## src/rtl/bridge_master_port.sv

```systemverilog
// Local-side master port of the inter-group bus bridge: forwards one request at a time to the
// remote group and returns its read data, write ack or a timeout error to the local master.
module bridge_master_port #(
    parameter int unsigned TIMEOUT = 255
) (
    input  logic        clk,
    input  logic        rstn,
    input  logic [15:0] lb_addr,
    input  logic [7:0]  lb_wdata,
    input  logic        lb_mode,
    input  logic        lb_valid,
    output logic        lb_ready,
    output logic [7:0]  lb_rdata,
    output logic        lb_rvalid,
    output logic        lb_err,
    output logic [15:0] address_out,
    output logic [7:0]  data_out,
    output logic        mode_out,
    output logic        valid_out,
    input  logic        remote_ready,
    input  logic [7:0]  data_in,
    input  logic        valid_in
);

    typedef enum logic [1:0] {StIdle, StSend, StWait, StResp} state_t;

    state_t      state_q, state_d;
    logic [15:0] cnt_q, cnt_d;
    logic [15:0] addr_q, addr_d;
    logic [7:0]  wdata_q, wdata_d;
    logic        mode_q, mode_d;
    logic [7:0]  rdata_q, rdata_d;
    logic        err_q, err_d;
    logic        resp_hit;
    logic        expire;

    assign expire = (cnt_q == 16'(TIMEOUT - 1));

    always_comb begin
        state_d  = state_q;
        cnt_d    = cnt_q;
        addr_d   = addr_q;
        wdata_d  = wdata_q;
        mode_d   = mode_q;
        rdata_d  = rdata_q;
        err_d    = err_q;
        resp_hit = 1'b0;

        unique case (state_q)
            StIdle: begin
                if (lb_valid) begin
                    // Remote side sees a plain local address: the group-select bit is stripped.
                    addr_d  = lb_addr & 16'h7FFF;
                    wdata_d = lb_wdata;
                    mode_d  = lb_mode;
                    cnt_d   = '0;
                    state_d = StSend;
                end
            end
            StSend: begin
                cnt_d = cnt_q + 16'd1;
                if (remote_ready && valid_in) begin
                    resp_hit = 1'b1;
                end else if (expire) begin
                    state_d = StResp;
                    rdata_d = 8'hFF;
                    err_d   = 1'b1;
                end else if (remote_ready) begin
                    state_d = StWait;
                end
            end
            StWait: begin
                cnt_d = cnt_q + 16'd1;
                if (valid_in) begin
                    resp_hit = 1'b1;
                end else if (expire) begin
                    state_d = StResp;
                    rdata_d = 8'hFF;
                    err_d   = 1'b1;
                end
            end
            StResp: begin
                state_d = StIdle;
            end
        endcase

        // A real response always beats a simultaneous expiry.
        if (resp_hit) begin
            state_d = StResp;
            rdata_d = mode_q ? 8'h00 : data_in;
            err_d   = 1'b0;
        end
    end

    always_ff @(posedge clk) begin
        if (!rstn) begin
            state_q <= StIdle;
            cnt_q   <= '0;
            addr_q  <= '0;
            wdata_q <= '0;
            mode_q  <= 1'b0;
            rdata_q <= '0;
            err_q   <= 1'b0;
        end else begin
            state_q <= state_d;
            cnt_q   <= cnt_d;
            addr_q  <= addr_d;
            wdata_q <= wdata_d;
            mode_q  <= mode_d;
            rdata_q <= rdata_d;
            err_q   <= err_d;
        end
    end

    assign lb_ready    = (state_q == StIdle);
    assign lb_rvalid   = (state_q == StResp);
    assign valid_out   = (state_q == StSend);
    assign lb_rdata    = rdata_q;
    assign lb_err      = err_q;
    assign address_out = addr_q;
    assign data_out    = wdata_q;
    assign mode_out    = mode_q;

endmodule
```

## config.mk

```make
export PLATFORM = sky130hd
export DESIGN_NAME = bridge_master_port
export DESIGN_NICKNAME = d
export VERILOG_FILES = /design/src/rtl/bridge_master_port.sv
export SDC_FILE = /design/constraint.sdc
export NUM_CORES = 1
export LEC_CHECK = 0
export ABC_CLOCK_PERIOD_IN_PS = 2300
export CORE_ASPECT_RATIO = 1.25
export CORE_MARGIN = 2
export CORE_UTILIZATION = 46
export DETAILED_ROUTE_END_ITERATION = 8
export PLACE_DENSITY_LB_ADDON = 0.3
export SYNTH_ARGS = -nofsm -noshare
export SYNTH_HDL_FRONTEND = slang
export SYNTH_SLANG_ARGS = --single-unit
```

## constraint.sdc

```tcl
create_clock -name clk -period 2.3 [get_ports clk]
set_clock_uncertainty 0.05 [all_clocks]
set_input_delay 0.345 -clock clk [delete_from_list [all_inputs] [get_ports clk]]
set_output_delay 0.345 -clock clk [all_outputs]
set_load 0.01 [all_outputs]
```

# Word level (Yosys, flattened, before mapping)
# Index checks and enable logic that the tools add are counted.
dict set report word_totals {
  reg_bits 51
}
dict set report classes {
  n_mux 23
  n_reduce_logical 12
  addsub 1
  n_bitwise 1
  n_eq_ne 12
}
# cell count
set op_table {}
lappend op_table {{$mux W8} 5}
lappend op_table {{$pmux W16 S2} 1}
lappend op_table {{$add A16 B1 Y16 const B} 1}
lappend op_table {{$eq A16 B8 Y1 const B} 1}
lappend op_table {{$mux W16} 1}
lappend op_table {{$pmux W8 S2} 1}
lappend op_table {{$mux W2} 7}
lappend op_table {{$ne A3 B3 Y1 const B} 3}
lappend op_table {{$pmux W2 S4} 1}
lappend op_table {{$ne A2 B2 Y1 const B} 3}
lappend op_table {{$reduce_and A3 Y1} 2}
lappend op_table {{$mux W1} 5}
lappend op_table {{$reduce_and A5 Y1} 1}
lappend op_table {{$eq A2 B2 Y1 const B} 2}
lappend op_table {{$ne A4 B1 Y1 const B} 1}
lappend op_table {{$pmux W1 S2} 2}
lappend op_table {{$reduce_and A2 Y1} 2}
lappend op_table {{$reduce_bool A2 Y1} 2}
lappend op_table {{$reduce_or A2 Y1} 2}
lappend op_table {{$ne A3 B2 Y1 const B} 1}
lappend op_table {{$reduce_bool A3 Y1} 1}
lappend op_table {{$eq A2 B1 Y1 const B} 1}
lappend op_table {{$logic_not A2 Y1} 1}
lappend op_table {{$logic_and A1 B1 Y1} 1}
lappend op_table {{$not A1 Y1} 1}

# Logic depth before layout (Yosys ltp)
# Gate-level depths: netlist of run 1.
dict set report depth {
  ltp_word 5
  ltp_mapped 8
  ltp_nobuf 6
}

# Least setup slack after synthesis of run 1
# Ideal clock, no wire load.
dict set report synth_timing {
  path_type {flip-flop to flip-flop}
  startpoint {register state_q[0]}
  endpoint {register rdata_q[0] (netlist: lb_rdata[0])}
  slack_ns 0.259
  arrival_ns 1.869
  required_ns 2.128
  path_stages_with_launch 9
  path_cell_list {dfxtp_1 inv_1 ha_1 buf_2 nand2_1 nor2_1 clkbuf_1 o21ai_0 o311a_1}
}
dict set report synth_via {
  elab_chain_len 4
  word_cells_on_any_way 9
  cone_classes {4 x eq/ne; 3 x mux; 2 x reduce/logical}
}
# item line
set synth_rtl {}
lappend synth_rtl {{start, declared} 27} ;# state_t state_q, state_d;
lappend synth_rtl {{start signal, assigned} 97} ;# state_q <= StIdle;
lappend synth_rtl {{start signal, assigned} 105} ;# state_q <= state_d;
lappend synth_rtl {{$eq A2 B2 Y1 / $eq A2 B1 Y1 (equally long branches)} 49} ;# unique case (state_q)
lappend synth_rtl {{$pmux W1 S2} 49}
lappend synth_rtl {{$ne A3 B3 Y1 (no source line) / $reduce_bool A3 Y1 (equally long branches)} -}
lappend synth_rtl {{$reduce_and A3 Y1 (no source line)} -}
lappend synth_rtl {{end signal, assigned} 110} ;# rdata_q <= rdata_d;
lappend synth_rtl {{end, declared} 32} ;# logic [7:0] rdata_q, rdata_d;
# Parallel ways exist; a longest one is shown, timed or not.
# A chain may end at the register's enable or synchronous reset.

# Worst setup path in the final report of run 1
dict set report layout_timing {
  startpoint {register state_q[0]}
  endpoint {output lb_ready}
}
dict set report layout_via {
  elab_chain_len 1
}
# item line
set layout_rtl {}
lappend layout_rtl {{$logic_not A2 Y1} 115} ;# assign lb_ready = (state_q == StIdle);
lappend layout_rtl {{end, declared} 12} ;# output logic lb_ready,
# No other way between the ends.

==> flow_summary.ini, run 1 <==
[run_status]
status = completed

[min_path]
worstHoldPathType = flop to flop
hold_start = address_out[7]

[timing]
setup_ws_ns = 0.133
whs_ns = 0.405
finalMaxSlewViolations = 0
setup_viol = 0
rsz0062_at_grt = no
fmax_mhz = 462
period_share_pct = 94.2
fin_crit_ns = 2.17
setup_tns_ns = 0
hold_viol_final = 0

[die]
start_util_pct = 47.9
die_y_um = 82.7
ios = 75
fp.dieW_um = 67.0
die-area_mm2 = 0.00554
coreArea_mm2 = 0.00476
rows = 28

[critical_path]
r2r-start = state_q[0]
arrival_ns = 1.77
cp.required_ns = 1.90
crit_fanout = 7
critPathKind = flop to primary output
worstSetupEndpointType = primary output
worstSetupStartpoint = state_q[0]
start_kind = flop

[place]
dp.cells = 397
pre_cts_ws_ns = 0.237
place_congestion = 0.764
hpwl_um = 3870
portBuffers = 72

[logic_synthesis]
synth-seq-cells = 51
synth_flop_cell = dfxtp_1
ys_warn_count = 0
synthArstFlopShare_pct = 0
synth_edf_count = 0
synth_area_mm2 = 0.00228
ys_seq_area_share_pct = 44.8
synth.net_count = 319
synthCells = 273
synth_area_per_cell_um2 = 8.36
ys_types = 40

[detailed_routing]
post_drt_wl_per_cell_um = 13.2
drtPass1Iterations = 4
routed-via-count = 2101
viasPerCell = 5.20
final_antenna_net_count = 0
drc = 0
first_iter_violations = 75
routed_wirelength_um = 5320

[clocking]
postCtsResizedCells = 0
cts-root-buf = clkbuf_8
max-clock-path-buffers = 2
postCtsHoldBufs = 0
cts_max_level = 2
numCtsBuffers = 5
clk_pin_slew_worst_paths_ns = 0.08
tritoncts = yes
cts.sinks = 51
clk_latency_ns = 0.30
post_cts_buffers = 0

[layout]
layout_commonest_cell = clkdlybuf4s50_1
num_antenna_cells = 0
finalNetCount = 390
final_cells = 404
final_cell_mix = clkdlybuf4s50_1 (72), nand2_1 (57), dfxtp_1 (51)
syn_to_final_growth_pct = 38.1
drive_gt1_share_pct = 5.52
fillCellCount = 437

[grt]
grt_max_degree = 26
overflow = 0
grt_pass1_wl_um = 9120
grt_pass1_vias = 2133
antenna_found_initial = 0
track_usage_pct = 21.7

[pwr]
ir_drop_mv = 0.499
power_leakage_nw = 1.21
cellPowerDensity_mw_per_mm2 = 804
total_power_mw = 2.53

[run]
maxCapViolCount = 0
power breakdown:
group	internal [mW]	switching, mW	total [mW]
combinational	0.464	0.472	0.937
sequential	1.01	0.0819	1.09
clock	0.236	0.272	0.509
total	1.71	0.827	2.53
final timing paths:
| check | slack (ns) | cells past startpoint | to |
|---|---|---|---|
| min reg2reg | 0.40 | 2 | address_out[7] |
| max | 0.13 | 3 | lb_ready |
| max reg2reg | 0.22 | 6 | cnt_q[15] |
| min | 0.40 | 2 | address_out[7] |
per-layer routing:
layer | routed length (µm) | track usage [%]
met1 | 2310 | 23.7
met2 | 2610 | 39.2
met3 | 325 | 6.91
met4 | 75 | 7.35
met5 | 0 | 0
worst max-delay path: stages (launching register included):
cell	delay, ns
dfxtp_1	0.36
inv_1	0.18
ha_1	0.35
clkdlybuf4s50_1	0.59
logic make-up after synthesis:
logic type	synth area share [%]
and+or+nand+nor	23.2
AOI/OAI and AO/OA	17.3
DFF	44.8
buffers and inverters	5.21
xor gates and xnor gates	3.46
adders and majority gates	4.39
muxes	1.54
other	0.164
Yosys cell counts, types with 2 or more instances:
cell type,count,share of area (%)
dfxtp_1,51,45
o21a_1,2,0.66
o311a_1,8,3.5
nand4_1,7,1.9
or4_1,4,1.3
nor2_1,12,2.0
clkbuf_1,10,1.6
nand2_1,57,9.4
xor2_1,6,2.3
buf_2,2,0.44
o21ai_0,10,2.2
ha_1,8,4.4
mux2i_1,2,0.88
buf_4,2,0.66
a21oi_1,32,7.0
o31ai_1,4,1.3
inv_1,14,2.3
nor3_1,4,0.88
and4_1,3,1.2
a32oi_1,2,0.77
nand3_1,8,1.8
and2_1,5,1.4
xnor2_1,3,1.2
flip-flops by register name, summed over array words and instances (netlist names):
name,flops
state_q,2
cnt_q,16
lb_rdata,8
data_out,8
mode_out,1
lb_err,1
address_out,15
area by class of cell:
type | instances | area, µm² | area share (%)
inverter | 14 | 52.6 | 1.67
multi-input combinational | 193 | 1140 | 36.2
clock inverter | 1 | 5.00 | 0.159
sequential | 51 | 1020 | 32.4
tap | 60 | 75.1 | 2.38
timing repair buffer | 79 | 773 | 24.5
clock buffer | 6 | 82.6 | 2.62
through the flow:
stage | util, % | instance area, µm²
after global routing | 66.1 | 3150
after floorplan | - | 2280
after CTS | 66.1 | 3150
after global placement | 64.3 | 3060
final | 66.1 | 3150
after detailed placement | 64.3 | 3060
Note: power is estimated with default switching activity, not from simulation.
==> run 2: changes to the inputs <==
CAP_MARGIN = 20   (was not set)
==> results of run 2 <==
The final DEF is identical to that of run 1; final timing and power are the same.
==> RTL edit 1, RTL diff (flow settings as in run 1) <==
Put one more register stage on the output `lb_err`, with the module's reset. The value now appears one clock later. The other outputs are not delayed to match.
--- a/src/rtl/bridge_master_port.sv
+++ b/src/rtl/bridge_master_port.sv
@@ -116,7 +116,13 @@
     assign lb_rvalid   = (state_q == StResp);
     assign valid_out   = (state_q == StSend);
     assign lb_rdata    = rdata_q;
-    assign lb_err      = err_q;
+    always_ff @(posedge clk) begin
+        if (!rstn) begin
+            lb_err <= '0;
+        end else begin
+            lb_err <= err_q;
+        end
+    end
     assign address_out = addr_q;
     assign data_out    = wdata_q;
     assign mode_out    = mode_q;
Check against the original RTL: no difference found for any inputs over 10 cycles, from zero or initial values and one cycle with rstn low; that may be too few to reach the edited logic, so the function may still have changed.
==> RTL edit 1 against run 1 <==
- cell area is 2.6% higher
- non-clock buffer count rose by 5
- synthesized cell count increased by 3.3%
- routed wire length rose by 0.41%
- setup slack better by 26 ps
- largest cell class unchanged
- critical path type is now flop to flop
- critical path depth up 3
- sequential cell count grew 1
- synthesized area rose by 0.49%
- total power rose by 7.2%
- utilization is 1.7 points higher
- sequential share of layout area down 0.17 points
==> RTL edit 1: results (changes against run 1) <==
status=finished clean; layout cell share with drive strength beyond 1=0.06128 (+0.006049); ys async rst share=0 (unchanged); crit path max fanout=7 (unchanged); post-route minimum period=2141 ps (-25.70 ps); Mapped Nets=328 (+2.8%); FF-to-FF path depth=6 (unchanged); Hold Path Depth=2 (unchanged); largest net degree at the start of global routing=25 (-3.8%); initial antenna violation count=0 (unchanged); via count=2,170 (+3.3%); Mean Syn Cell Area=8.128 um^2 (-2.7%); number of diodes=0 (unchanged); vias in the first global route=2,094 (-1.8%); pwr/cell area=839.4 nW/um^2 (+4.4%); Reg with most FFs=cnt_q; startpoint of the worst register-to-register path=state_q[1]; Synth Flop Type=dfxtp_1; level count of the clock H-tree=2 (unchanged); Worst-Skew Late Latency=300 ps (about the same); Root Driver=clkbuf_8; Total GRT Usage=0.2097 (-0.006865); Avg WL per Cell=12.75 um (-3.2%); Final Non-Filler Cells=419 (+3.7%); Hold Crit Class=flop to flop; Leak=0.001248 uW (+2.9%); Distinct cells, synth=36 (-10%); Reg clk slew, reported paths=100 ps (+20 ps); drt pass-1 iters=4 (unchanged); Post-synth top cells=62 x nand2_1, 52 x dfxtp_1, 38 x a21oi_1; peak supply drop=411.5 uV (-17%); Synth area leaders=dfxtp_1 45%, nand2_1 10%, a21oi_1 8.3%; Final #Nets=404 (+3.6%); placed cell count=411 (+3.5%); clock power share=0.232 (+0.031); pre-CTS WS=113.8 ps (-123.6 ps); Worst Path Arrival=2330 ps (+560 ps); hpwl dp=4024 um (+4.1%); # port buffers=72 (unchanged); first-pass GRT wire length=9342 um (+2.4%); Sw Share=0.3165 (-0.009918); Largest register FFs=16 (unchanged); CP endpoint kind=flop; post-CTS setup buffer count=0 (unchanged); sequential fraction of the synthesis area=0.4541 (+0.006535); post-placement cell area=3115 um^2 (+1.7%); Worst R2R End=cnt_q[14]; Startpoint Class=flop; CTS resizes=0 (unchanged); Clock Path Buffers=2 (unchanged); gp weighted congestion=0.8110 (+6.1%); drt first-iter violations=108 (+44%); final core occ=0.6786 (+0.01733); CTS buffer count=5 (unchanged); number of fill cells=433 (-0.92%); r2r setup slk=160 ps (-60 ps); combinational share of power=0.359 (-0.011); Syn. warnings=0 (unchanged)
[RTL edit 1: cell count changes after synthesis, sizes merged, moves of 3 or more]
cell and change:
o21ai +8, nand3 -7, a21oi +6, nand2 +5, nand4 -4, nor2 -4, or3 +4, xor2 -4
and3 +3, nor2b +3, o221ai +3
[RTL edit 1: area by class of cell]
cell class,count,share of cell area
Tap cell,60,0.02322
Sequential cell,52,0.3224
Inverter,15,0.01741
Clock inverter,2,0.01200
Multi-Input combinational cell,200,0.3518
Clock buffer,6,0.02245
Timing Repair Buffer,84,0.2508
[RTL edit 1: kinds of logic (layout without fill, tap and decap cells)]
logic type      Yosys count  in the layout  share of synthesized area
simple gates            108            108                     0.2227
mux                       2              2                   0.009279
buf+inv                  30            107                    0.05185
other cells               1              1                   0.001636
compound gates           77             77                     0.2014
fa+ha+maj                 8              8                    0.04367
xor+xnor                  4              4                    0.01529
flops                    52             52                     0.4541
[RTL edit 1: critical path, cell delays in order, from the launching register on]
cell	delay (ps)
dfxtp_1	410
inv_1	110
ha_1	280
mux2i_1	160
or3_1	410
or4_1	510
a21oi_1	140
[RTL edit 1: worst min path at each step]
stage                               start               to  slack, ps
after global routing          data_out[3]      data_out[3]        440
after detailed placement   address_out[5]   address_out[5]        400
after CTS                  address_out[5]   address_out[5]        410
after floorplan                     err_q           lb_err        380
final                     address_out[13]  address_out[13]        410
after global placement     address_out[0]   address_out[0]        390
[RTL edit 1: per-layer routing]
layer | routed length [um] | track usage | vias up
met2 | 2848 | 0.3780 | 52
met1 | 2111 | 0.2371 | 988
met5 | 0 | 0 | -
met3 | 309 | 0.05556 | 9
li1 | - | - | 1121
met4 | 75 | 0.05195 | 0
==> RTL edit 2, RTL diff (config.mk and constraints of run 1) <==
Made on the original files. The parameter `TIMEOUT` goes from 255 to 127.
--- a/src/rtl/bridge_master_port.sv
+++ b/src/rtl/bridge_master_port.sv
@@ -1,7 +1,7 @@
 // Local-side master port of the inter-group bus bridge: forwards one request at a time to the
 // remote group and returns its read data, write ack or a timeout error to the local master.
 module bridge_master_port #(
-    parameter int unsigned TIMEOUT = 255
+    parameter int unsigned TIMEOUT = 127
 ) (
     input  logic        clk,
     input  logic        rstn,
Function: no difference found for any inputs over 10 cycles, from zero or initial values and one cycle with rstn low; that may be too few to reach the edited logic, so the function may still have changed.
==> RTL edit 2 against run 1 <==
- synthesized area down 4.0%
- sequential cell count unchanged
- critical path depth up 3
- combinational power up 11%
- total power up 5.6%
- routed wire length down 3.7%
- setup slack better by 32 ps
- cell area down 1.8%
- synthesized cell count down 1.8%
- largest power group unchanged
==> RTL edit 2: results (changes against run 1) <==
status=finished clean; Distinct cells, synth=33 (-18%); vias in the first global route=1,989 (-6.8%); Total GRT Usage=0.1999 (-0.01664); grt met3 use=0.06094 (-0.008164); Sw Share=0.3422 (+0.01582); Final Non-Filler Cells=402 (-0.50%); via density per instance=5.062 (-2.7%); Synth area leaders=dfxtp_1 47%, nand2_1 9.9%, a21oi_1 7.8%; M1 WL=2068 um (-10%); drt first-iter violations=81 (+8.0%); hpwl dp=3665 um (-5.2%); gp weighted congestion=0.8680 (+14%); Mapped Nets=314 (-1.6%); placed cell count=394 (-0.76%); GR Util met1=0.2201 (-0.01683); first-pass GRT wire length=8452 um (-7.3%); largest net degree at the start of global routing=27 (+3.8%); Post-Synth XOR/XNOR Area=0.04400 (+0.009442); DR WL met3=285 um (-12%); post-placement cell area=2988 um^2 (-2.5%); sequential fraction of the synthesis area=0.4663 (+0.01867); metal2 WL=2704 um (+3.6%); pre-CTS WS=139.6 ps (-97.81 ps); crit path kind=flop to flop; Synth Area in Adders=0.04571 (+0.001831); Worst Path Arrival=2320 ps (+550 ps); Hold Slack=407.3 ps (+2.368 ps)
[RTL edit 2: what timing repair did]
item	in CTS	in global routing
resized for setup	0	2
setup endpoints to repair	0	2
hold buffers	0	0
[RTL edit 2: worst max-delay path, stage by stage (launching register included)]
cell	delay (ps)
dfxtp_1	400
inv_1	120
ha_1	310
mux2i_1	170
or4b_4	570
or3_1	320
a21oi_1	130
[RTL edit 2: final cells by class]
class,instances,area (um^2)
fill,385,1567
clock buffer,6,82.58
sequential,51,1022
tap,60,75.07
inverter,16,60.06
timing repair buffer,80,780.7
multi-input combinational,187,1056
clock inverter,2,16.27
[RTL edit 2: power groups by stage]
stage,registers [uW],clock network (uW),logic [uW]
2_1_floorplan,1140,0,542
3_3_place_gp,1100,0,1020
3_5_place_dp,1110,0,1040
4_1_cts,1090,558,1050
5_1_grt,1100,597,1160
6_report,1090,544,1040
